**config.mk**
```make
export PLATFORM = sky130hd
export DESIGN_NAME = shared_queue_ctrl
export DESIGN_NICKNAME = d
export VERILOG_FILES = /design/src/rtl/shared_queue_ctrl.sv
export SDC_FILE = /design/constraint.sdc
export NUM_CORES = 1
export LEC_CHECK = 0
export CORE_UTILIZATION = 44
export DETAILED_ROUTE_END_ITERATION = 10
export GPL_ROUTABILITY_DRIVEN = 0
export GPL_TIMING_DRIVEN = 0
export PLACE_DENSITY_LB_ADDON = 0.05
export RECOVER_POWER = 100
export SYNTH_ARGS = -nofsm -noshare
export SYNTH_HDL_FRONTEND = slang
export SYNTH_SLANG_ARGS = --single-unit
```
**constraint.sdc**
```tcl
create_clock -name clk -period 1.7 [get_ports clk]
set_clock_uncertainty 0.2 [all_clocks]
set_input_delay 0.34 -clock clk [delete_from_list [all_inputs] [get_ports clk]]
set_output_delay 0.34 -clock clk [all_outputs]
set_load 0.005 [all_outputs]
```
**src/rtl/shared_queue_ctrl.sv**
```systemverilog
// shared_queue_ctrl: enqueue/dequeue front end for a shared-memory linked-list allocator.
// Enqueues write payloads into a data RAM at the allocator's free slot and strobe ll_push.
// A dequeue arbiter pops one non-empty list into a one-entry registered output.
// Optional feature: define SHARED_QUEUE_RR_EN for round-robin arbitration; otherwise the
// lowest-index non-empty list always wins.
module shared_queue_ctrl #(
    parameter int unsigned NUM_ELEMS  = 4,
    parameter int unsigned NUM_LISTS  = 2,
    parameter int unsigned DATA_WIDTH = 8,
    parameter int unsigned PTR_WIDTH  = $clog2(NUM_ELEMS),
    parameter int unsigned SEL_WIDTH  = $clog2(NUM_LISTS)
) (
    input  logic                  clk,
    input  logic                  rst,
    input  logic                  enq_valid,
    input  logic [SEL_WIDTH-1:0]  enq_qid,
    input  logic [DATA_WIDTH-1:0] enq_data,
    output logic                  enq_ready,
    output logic                  deq_valid,
    output logic [SEL_WIDTH-1:0]  deq_qid,
    output logic [DATA_WIDTH-1:0] deq_data,
    input  logic                  deq_ready,
    output logic                  ll_push,
    output logic                  ll_pop,
    output logic [SEL_WIDTH-1:0]  ll_push_sel,
    output logic [SEL_WIDTH-1:0]  ll_pop_sel,
    input  logic                  ll_full,
    input  logic [NUM_LISTS-1:0]  ll_empty,
    input  logic [PTR_WIDTH-1:0]  ll_free_ptr,
    input  logic [PTR_WIDTH-1:0]  ll_popped_head
);

    logic [DATA_WIDTH-1:0] mem_q [NUM_ELEMS];

    logic                  deq_valid_q;
    logic [SEL_WIDTH-1:0]  deq_qid_q;
    logic [DATA_WIDTH-1:0] deq_data_q;

    logic                  slot_open;
    logic [NUM_LISTS-1:0]  eligible;
    logic                  any_eligible;
    logic [SEL_WIDTH-1:0]  grant;
    logic [SEL_WIDTH-1:0]  scan_idx;
    logic                  found;

    // No same-cycle reuse of a freed slot: readiness depends only on the registered full flag.
    assign enq_ready    = !ll_full;
    assign ll_push      = enq_valid && enq_ready && !rst;
    assign ll_push_sel  = enq_qid;

    // Empty flags are registered in the allocator, so same-cycle pushes are never eligible.
    assign eligible     = ~ll_empty;
    assign any_eligible = |eligible;
    assign slot_open    = !deq_valid_q || deq_ready;

    assign ll_pop       = slot_open && any_eligible && !rst;
    assign ll_pop_sel   = grant;

    assign deq_valid    = deq_valid_q;
    assign deq_qid      = deq_qid_q;
    assign deq_data     = deq_data_q;

`ifdef SHARED_QUEUE_RR_EN
    logic [SEL_WIDTH-1:0] rr_ptr_q;
    logic [SEL_WIDTH-1:0] rr_ptr_d;

    // Round-robin grant: first eligible list at or after the priority pointer.
    always_comb begin
        grant    = '0;
        found    = 1'b0;
        scan_idx = '0;
        for (int k = 0; k < NUM_LISTS; k++) begin
            scan_idx = SEL_WIDTH'((int'(rr_ptr_q) + k) % NUM_LISTS);
            if (!found && eligible[scan_idx]) begin
                grant = scan_idx;
                found = 1'b1;
            end
        end
        rr_ptr_d = SEL_WIDTH'((int'(grant) + 1) % NUM_LISTS);
    end

    // Priority pointer moves past the granted list only when a pop actually happens.
    always_ff @(posedge clk) begin
        if (rst) begin
            rr_ptr_q <= '0;
        end else if (ll_pop) begin
            rr_ptr_q <= rr_ptr_d;
        end
    end
`else
    // Fixed priority grant: lowest-index eligible list.
    always_comb begin
        grant    = '0;
        found    = 1'b0;
        scan_idx = '0;
        for (int k = 0; k < NUM_LISTS; k++) begin
            scan_idx = SEL_WIDTH'(k);
            if (!found && eligible[scan_idx]) begin
                grant = scan_idx;
                found = 1'b1;
            end
        end
    end
`endif

    // Data RAM write at the allocator's free slot; no reset, every live slot is written on push.
    always_ff @(posedge clk) begin
        if (ll_push) begin
            mem_q[ll_free_ptr] <= enq_data;
        end
    end

    // Output register: load the popped head when the slot is open, clear when nothing to pop.
    always_ff @(posedge clk) begin
        if (rst) begin
            deq_valid_q <= 1'b0;
            deq_qid_q   <= '0;
            deq_data_q  <= '0;
        end else if (slot_open) begin
            deq_valid_q <= any_eligible;
            if (any_eligible) begin
                deq_qid_q  <= grant;
                deq_data_q <= mem_q[ll_popped_head];
            end
        end
    end

endmodule

```
After elaboration in Yosys (flattened, before gate mapping):

Memory sizes are Yosys's and may differ from the RTL's. A register that Yosys moved wholly into a read port is not among the register bits.
Index checks and enable logic that the tools add are counted.

* reductions and logical operators: 12
* bitwise operators: 1
* mux-type cells: 4

Operator list (number)
* logical AND 1 bit: 5
* logical NOT 1 bit: 4
* two-way mux 1 bit: 4
* NOT 2 bit: 1
* AND reduction 2 bit: 1
* OR reduction 2 bit: 1
* logical OR 1 bit: 1

* memory bits (writable): 32
* memories kept: 1
* input port bits: 20
* logic and storage cells: 20
* output and inout bits: 15
* bits in registers: 2

Memories
* mem_q: words 4, bits a word 8, read ports 1, clocked after memory_dff 1, wr ports 1, line 33 `logic [DATA_WIDTH-1:0] mem_q [NUM_ELEMS];`

Logic depth before layout (Yosys ltp):

Gate-level depths: netlist of the first run.

* depth after elaboration: 5
* mapped depth: 5
* mapped depth without buffers: 5

Least setup slack after synthesis of the first run:

Ideal clock, no wire load.

* path type: input-to-reg
* start: input port ll_full
* end: memory mem_q[1][0], enable pin
* buffers on the path: 0
* setup slack: -0.083 ns
* cell stages on the path: 3
* setup time: 0.385 ns
* data required time: 1.115 ns
* arrival time: 1.197 ns
* path through: nor2_1 > nand2_1 > nor3b_1

* longest elaborated chain between the ends: 5

Ends and longest elaborated chain
* start, declared: line 27 `input logic ll_full,`
* logical NOT 1 bit: line 47 `assign enq_ready = !ll_full;`
* logical AND 1 bit (2 in a row): line 48 `assign ll_push = enq_valid && enq_ready && !rst;`
* two-way mux 1 bit: line 108 `if (ll_push) begin`
* two-way mux 1 bit (implied by the code): line 109 `mem_q[ll_free_ptr] <= enq_data;`
* end, declared: line 33

Every way passes these cells.

Worst setup path after layout of the first run:

* start: register deq_valid_q (netlist: deq_valid)
* end: output port ll_pop

* longest elaborated chain between the ends: 4

Ends and longest elaborated chain
* start, declared: line 35 `logic deq_valid_q;`
* start signal, assigned: line 120 `deq_valid_q <= any_eligible;`
* logical NOT 1 bit: line 54 `assign slot_open = !deq_valid_q || deq_ready;`
* logical OR 1 bit: line 54
* logical AND 1 bit (2 in a row): line 56 `assign ll_pop = slot_open && any_eligible && !rst;`
* end, declared: line 24 `output logic ll_pop,`

Every way passes these cells.

==> flow_metrics.py, run 1 <==
metrics = {
    "setup_path": {
        "cpMaxStageDelayCell": "dfxtp_2",
        "cpPeakStageDelay_ns": 0.34,
        "start_kind": "flip-flop",
        "crit_arrival_ns": 1.11,
        "path_max_fanout": 2,
        "worstRegToRegCells": 4,
        "end_kind": "primary output",
        "path_cells": "nor2b_4, a211oi_4, buf_2",
        "crit_type": "reg2out",
        "required_ns": 1.16,
    },
    "clock_tree": {
        "cts-root-buf": "clkbuf_4",
        "holdBufCountCts": 0,
        "clock_sinks": 42,
        "clkTransAtPathRegs_ns": 0.12,
        "numCtsBuffers": 5,
        "clk_latency_ns": 0.34,
        "cts_buffer_depth": 2,
        "cts_tree": "yes",
        "h-tree-depth": 2,
    },
    "synthesis": {
        "synth.distinct_cells": 18,
        "yosysMostFrequentCell": "edfxtp_1",
        "synth_fp_nets": 101,
        "ys_top_cells_by_area": "edfxtp_1 62%, dfxtp_1 13%, mux4_2 12%",
        "synth_seq_cells": 42,
        "yosys.area.top_type_share_pct": 62.44,
        "synth_commonest_cells": "32 x edfxtp_1, 10 x dfxtp_1, 8 x a22o_1, 8 x mux4_2",
        "synthCells": 81,
        "async_flop_share_pct": 0,
        "synth.yosys.seq_area_share_pct": 75.45,
        "yosysWarnings": 0,
        "synth_area_mm2": 0.001539,
        "synthFlopType": "edfxtp_1",
        "synth_edf_count": 32,
        "synth_top_area_cell": "edfxtp_1",
        "syn_avg_cell_area_um2": 19.00,
    },
    "status": {
        "outcome": "finished, final reports clean",
    },
    "job": {
        "max_cap_viol_count": 0,
    },
    "detailed_routing": {
        "viasPerCell": 5.023,
        "wirelength_mm": 2.615,
        "first_pass_iters": 4,
        "wire_per_inst_um": 15.12,
        "drc_errors": 0,
        "routed-via-count": 869,
        "drt_iter0_drc": 39,
        "ant_nets": 0,
    },
    "pwr": {
        "p_seq_share_pct": 55.2,
        "clkPwrFrac_pct": 36.0,
        "power_switching_w": 0.0003990,
        "leakage_nw": 0.7933,
        "comb_power_share_pct": 8.8,
        "peakVddDrop_mv": 0.7023,
        "p_int_w": 0.001686,
        "switching_share_pct": 19.14,
        "p_per_area_mw_per_mm2": 989.6,
    },
    "grt": {
        "grt-ovfl-total": 0,
        "grt_max_degree": 14,
        "grt_pass1_wl_mm": 4.209,
        "antenna_found_initial": 0,
        "track_usage_pct": 17.50,
        "grt_pass1_vias": 874,
    },
    "sta": {
        "hold_ws_ns": 0.05048,
        "slew_headroom_pct": 61.61,
        "layout_setup_ws_ns": 0.04908,
        "fin_crit_sh_pct": 97.11,
        "maxSlewViolCount": 0,
        "finalCriticalPeriod_ns": 1.651,
        "rsz0062_at_grt": "true",
        "finalHoldViolations": 0,
        "worstMarginPinSlew_ns": 0.5759,
        "finalSetupViolCount": 0,
        "timing.fmax_mhz": 605.7,
    },
    "floorplan": {
        "fp.coreArea_mm2": 0.003337,
        "dieArea_mm2": 0.003738,
        "die_x_um": 61.14,
        "row_count": 21,
        "die_h_um": 61.14,
        "io-pin-count": 35,
        "initial_core_util_pct": 46.12,
    },
    "placed_design": {
        "dp.final_hpwl_mm": 1.735,
        "io_buffers": 31,
        "dp_slack_ns": -0.8902,
    },
    "layout": {
        "antenna_cells": 0,
        "drive_above_1_share_pct": 37.01,
        "syn_to_final_growth_pct": 36.91,
        "num-fill-cells": 260,
        "final_nets": 146,
    },
    "hold_path": {
        "whs_path_depth": 2,
        "hold_class": "in2reg",
    },
}
## path summary, 6_finish.rpt
path,start,endpoint,slack (ns)
worst min register to register,deq_data[5],deq_data[5],0.28
worst max-delay path,deq_valid,ll_pop,0.05
worst max register to register,deq_valid,deq_data[3],0.19
worst min-delay path,ll_empty[0],deq_valid,0.05
## registers in the layout, summed over array words and instances (netlist names)
register / cells
deq_qid: 1
deq_data: 8
deq_valid: 1
mem_q: 32
## per-stage QoR
stage,total power [W],TNS (ns),util (%),cells,instance area [µm²]
global route,0.002177,-0.01961,63.14,173,2107
global placement,0.001350,-25.39,57.29,158,1912
finish,0.002085,0,63.14,173,2107
CTS,0.002106,-0.02923,62.28,171,2078
floorplan,0.001242,-0.02851,-,81,1544
detailed placement,0.001354,-25.30,57.29,158,1912
## kinds of logic after synthesis
kind of cell,share of synthesized area [%]
AO/OA/AOI/OAI,6.423
buffers and inverters,2.195
flip-flops,75.45
multiplexers,11.71
AND/OR/NAND/NOR,4.228
## layout by cell type (no fill, tap or decap), drive strengths merged
cell type / instances
inv: 3
and3: 1
a21oi: 2
nor2b: 2
nor3: 2
dfxtp: 10
dlygate4sd3: 8
edfxtp: 32
nor2: 3
a31oi: 1
clkdlybuf4s15: 1
clkdlybuf4s50: 4
nor3b: 1
dlygate4sd2: 15
nand2: 3
clkbuf: 8
mux4: 8
a211oi: 1
buf: 12
nand2b: 1
bufinv: 1
a22o: 8
## layer usage
layer  wire (µm)  GRT usage, %  up-vias
li1            -             -      416
met4          74         13.31        0
met2        1266         27.95       30
met1        1112         19.83      415
met5           0             0        -
met3         161         5.252        8
## layout make-up
class                      count  area, µm²  area share [%]
buffer                         3      22.52           1.069
clock buffer                   7      76.32           3.622
clock inverter                 1      30.03           1.425
inverter                       3      11.26          0.5344
multi-input combinational     33      392.9           18.65
sequential                    42       1174           55.70
tap                           46      57.56           2.732
timing repair buffer          38      342.8           16.27
## power groups by stage
stage	Clock (W)	Sequential, W	Combinational (W)
finish	0.000750	0.00115	0.000184
floorplan	0	0.00117	0.0000701
global placement	0	0.00117	0.000180
CTS	0.000770	0.00115	0.000185
global route	0.000819	0.00115	0.000204
detailed placement	0	0.00117	0.000182
## what timing repair did
item / CTS / global route
setup buffers: 5 / 2
setup endpoints to repair: 46 / 24
endpoints found under the hold margin: 0 / 0
gates resized for setup: 46 / 3
pin swaps: 4 / 2
## critical path, delay by kind of cell, from the launching register on
kind | cells | cell delay, ns
DFF | 1 | 0.34
AOI/OAI and AO/OA | 1 | 0.16
buffers and inverters | 1 | 0.14
and+or+nand+nor | 1 | 0.13
Note: power is estimated with default switching activity, not from simulation.
==> run 2, diff against run 1 <==
--- a/config.mk
+++ b/config.mk
@@ -9,8 +9,9 @@
 export DETAILED_ROUTE_END_ITERATION = 10
 export GPL_ROUTABILITY_DRIVEN = 0
 export GPL_TIMING_DRIVEN = 0
+export HOLD_SLACK_MARGIN = 0.03
 export PLACE_DENSITY_LB_ADDON = 0.05
-export RECOVER_POWER = 100
+export RECOVER_POWER = 25
 export SYNTH_ARGS = -nofsm -noshare
 export SYNTH_HDL_FRONTEND = slang
 export SYNTH_SLANG_ARGS = --single-unit
==> flow_metrics.py, run 2 (synthesis gave the netlist of run 1 again) <==
metrics = {
    "status": {
        "outcome": "finished, final reports clean",
    },
    "floorplan": {
        "io-pin-count": 35,
        "die_x_um": 61.14,
        "initial_core_util_pct": 46.12,
        "row_count": 21,
        "fp.coreArea_mm2": 0.003337,
        "die_h_um": 61.14,
        "dieArea_mm2": 0.003738,
    },
    "setup_path": {
        "start_kind": "flip-flop",
        "crit_type": "reg2out",
        "required_ns": 1.16,
        "end_kind": "primary output",
        "crit_arrival_ns": 1.11,
        "path_max_fanout": 3,
        "r2r_start": "deq_valid",
        "crit_start": "deq_valid",
    },
    "placed_design": {
        "dp_cells": 158,
        "io_buffers": 31,
        "dp.final_hpwl_mm": 1.735,
        "place_area_mm2": 0.001912,
    },
    "grt": {
        "grt-ovfl-total": 0,
        "grt_max_degree": 14,
        "grt_pass1_vias": 884,
        "antenna_found_initial": 0,
        "track_usage_pct": 17.59,
        "grt_pass1_wl_mm": 4.236,
    },
    "clock_tree": {
        "numCtsBuffers": 5,
        "cts_buffer_depth": 2,
        "clk_latency_ns": 0.34,
        "clkTransAtPathRegs_ns": 0.12,
        "cts_tree": "yes",
        "cts-root-buf": "clkbuf_4",
        "h-tree-depth": 2,
        "clock_sinks": 42,
    },
    "layout": {
        "num-fill-cells": 257,
        "final_cells": 173,
        "final_common_cell": "edfxtp_1",
        "drive_above_1_share_pct": 36.22,
        "largest_reg_flops": 32,
        "syn_to_final_growth_pct": 37.07,
        "layout_common_cells": "32 x edfxtp_1, 15 x dlygate4sd2_1, 10 x dfxtp_2",
        "fin_area_mm2": 0.002110,
        "antenna_cells": 0,
        "regMostFlops": "mem_q",
        "multi_input_area_um2": 392.9,
        "final_nets": 146,
        "seqCellArea_mm2": 0.001174,
    },
    "sta": {
        "slew_headroom_pct": 61.43,
        "rsz0062_at_grt": "true",
        "fin_setup_tns_ns": 0,
        "finalSetupViolCount": 0,
        "worstMarginPinSlew_ns": 0.5786,
        "hold_ws_ns": 0.1229,
        "fin_crit_sh_pct": 97.33,
        "finalHoldViolations": 0,
        "finalCriticalPeriod_ns": 1.655,
        "maxSlewViolCount": 0,
        "timing.fmax_mhz": 604.3,
    },
    "detailed_routing": {
        "routed-via-count": 873,
        "ant_nets": 0,
        "first_pass_iters": 4,
        "drt_iter0_drc": 58,
        "drc_errors": 0,
        "wirelength_mm": 2.624,
        "wire_per_inst_um": 15.17,
        "viasPerCell": 5.046,
    },
    "hold_path": {
        "worstHoldStart": "ll_empty[0]",
        "hold_class": "in2reg",
    },
    "pwr": {
        "peakVddDrop_mv": 0.7034,
        "leakage_nw": 0.7920,
        "p_per_area_mw_per_mm2": 988.6,
    },
    "job": {
        "max_cap_viol_count": 0,
    },
}
## run 2: cell count changes in the layout (fill, tap and decap cells not counted)
cell	change
buf_4	-1
clkdlybuf4s50_1	+2
dlygate4sd3_1	-1
## run 2: path summary, 6_finish.rpt
path                 end  slack [ns]  cells past startpoint
max               ll_pop        0.05                      3
min              deq_qid        0.12                      3
max reg2reg  deq_data[3]        0.28                      3
min reg2reg  deq_data[5]        0.28                      1
## run 2: worst max-delay path: stages, from the launching register on
cell	delay (ns)
dfxtp_2	0.34
nor2b_4	0.13
a211oi_4	0.16
buf_2	0.14
## run 2: what timing repair did
| action | 4_1_cts | 5_1_grt |
|---|---|---|
| resized for setup | 46 | 3 |
| pin swaps | 4 | 2 |
| setup endpoints to repair | 46 | 24 |
| endpoints found under the hold margin | 1 | 0 |
| setup buffers | 5 | 1 |
| hold buffers | 1 | 0 |
## run 2: metal layers
metal	track usage (%)	wire length (µm)	vias to the layer above
met1	19.97	1105	414
met3	5.252	167	10
li1	-	-	417
met4	13.31	91	0
met2	28.11	1260	32
met5	0	0	-
## run 2: cell type report
type                       instances  share of cell area [%]
timing repair buffer              38                   16.37
inverter                           3                  0.5338
sequential                        42                   55.63
clock inverter                     1                   1.423
buffer                             3                   1.068
tap                               46                   2.728
clock buffer                       7                   3.618
multi-input combinational         33                   18.62
## run 2: power breakdown
part	internal, W	switching (W)
registers	0.00114	0.0000113
logic	0.000108	0.0000765
clock network	0.000439	0.000311
total	0.00169	0.000399
## run 2: through the flow
stage | power (W) | util, % | setup slack [ns]
floorplan | 0.001242 | - | -0.003564
global route | 0.002178 | 63.22 | -0.02728
finish | 0.002085 | 63.22 | 0.04532
detailed placement | 0.001354 | 57.29 | -0.8902
CTS | 0.002108 | 62.58 | -0.02923
global placement | 0.001350 | 57.29 | -0.9680
==> run 3, diff against run 2 <==
--- a/config.mk
+++ b/config.mk
@@ -6,6 +6,7 @@
 export NUM_CORES = 1
 export LEC_CHECK = 0
 export CORE_UTILIZATION = 44
+export CTS_CLUSTER_SIZE = 25
 export DETAILED_ROUTE_END_ITERATION = 10
 export GPL_ROUTABILITY_DRIVEN = 0
 export GPL_TIMING_DRIVEN = 0
==> results of run 3 <==
The final DEF is identical to that of run 2; final timing and power are the same.
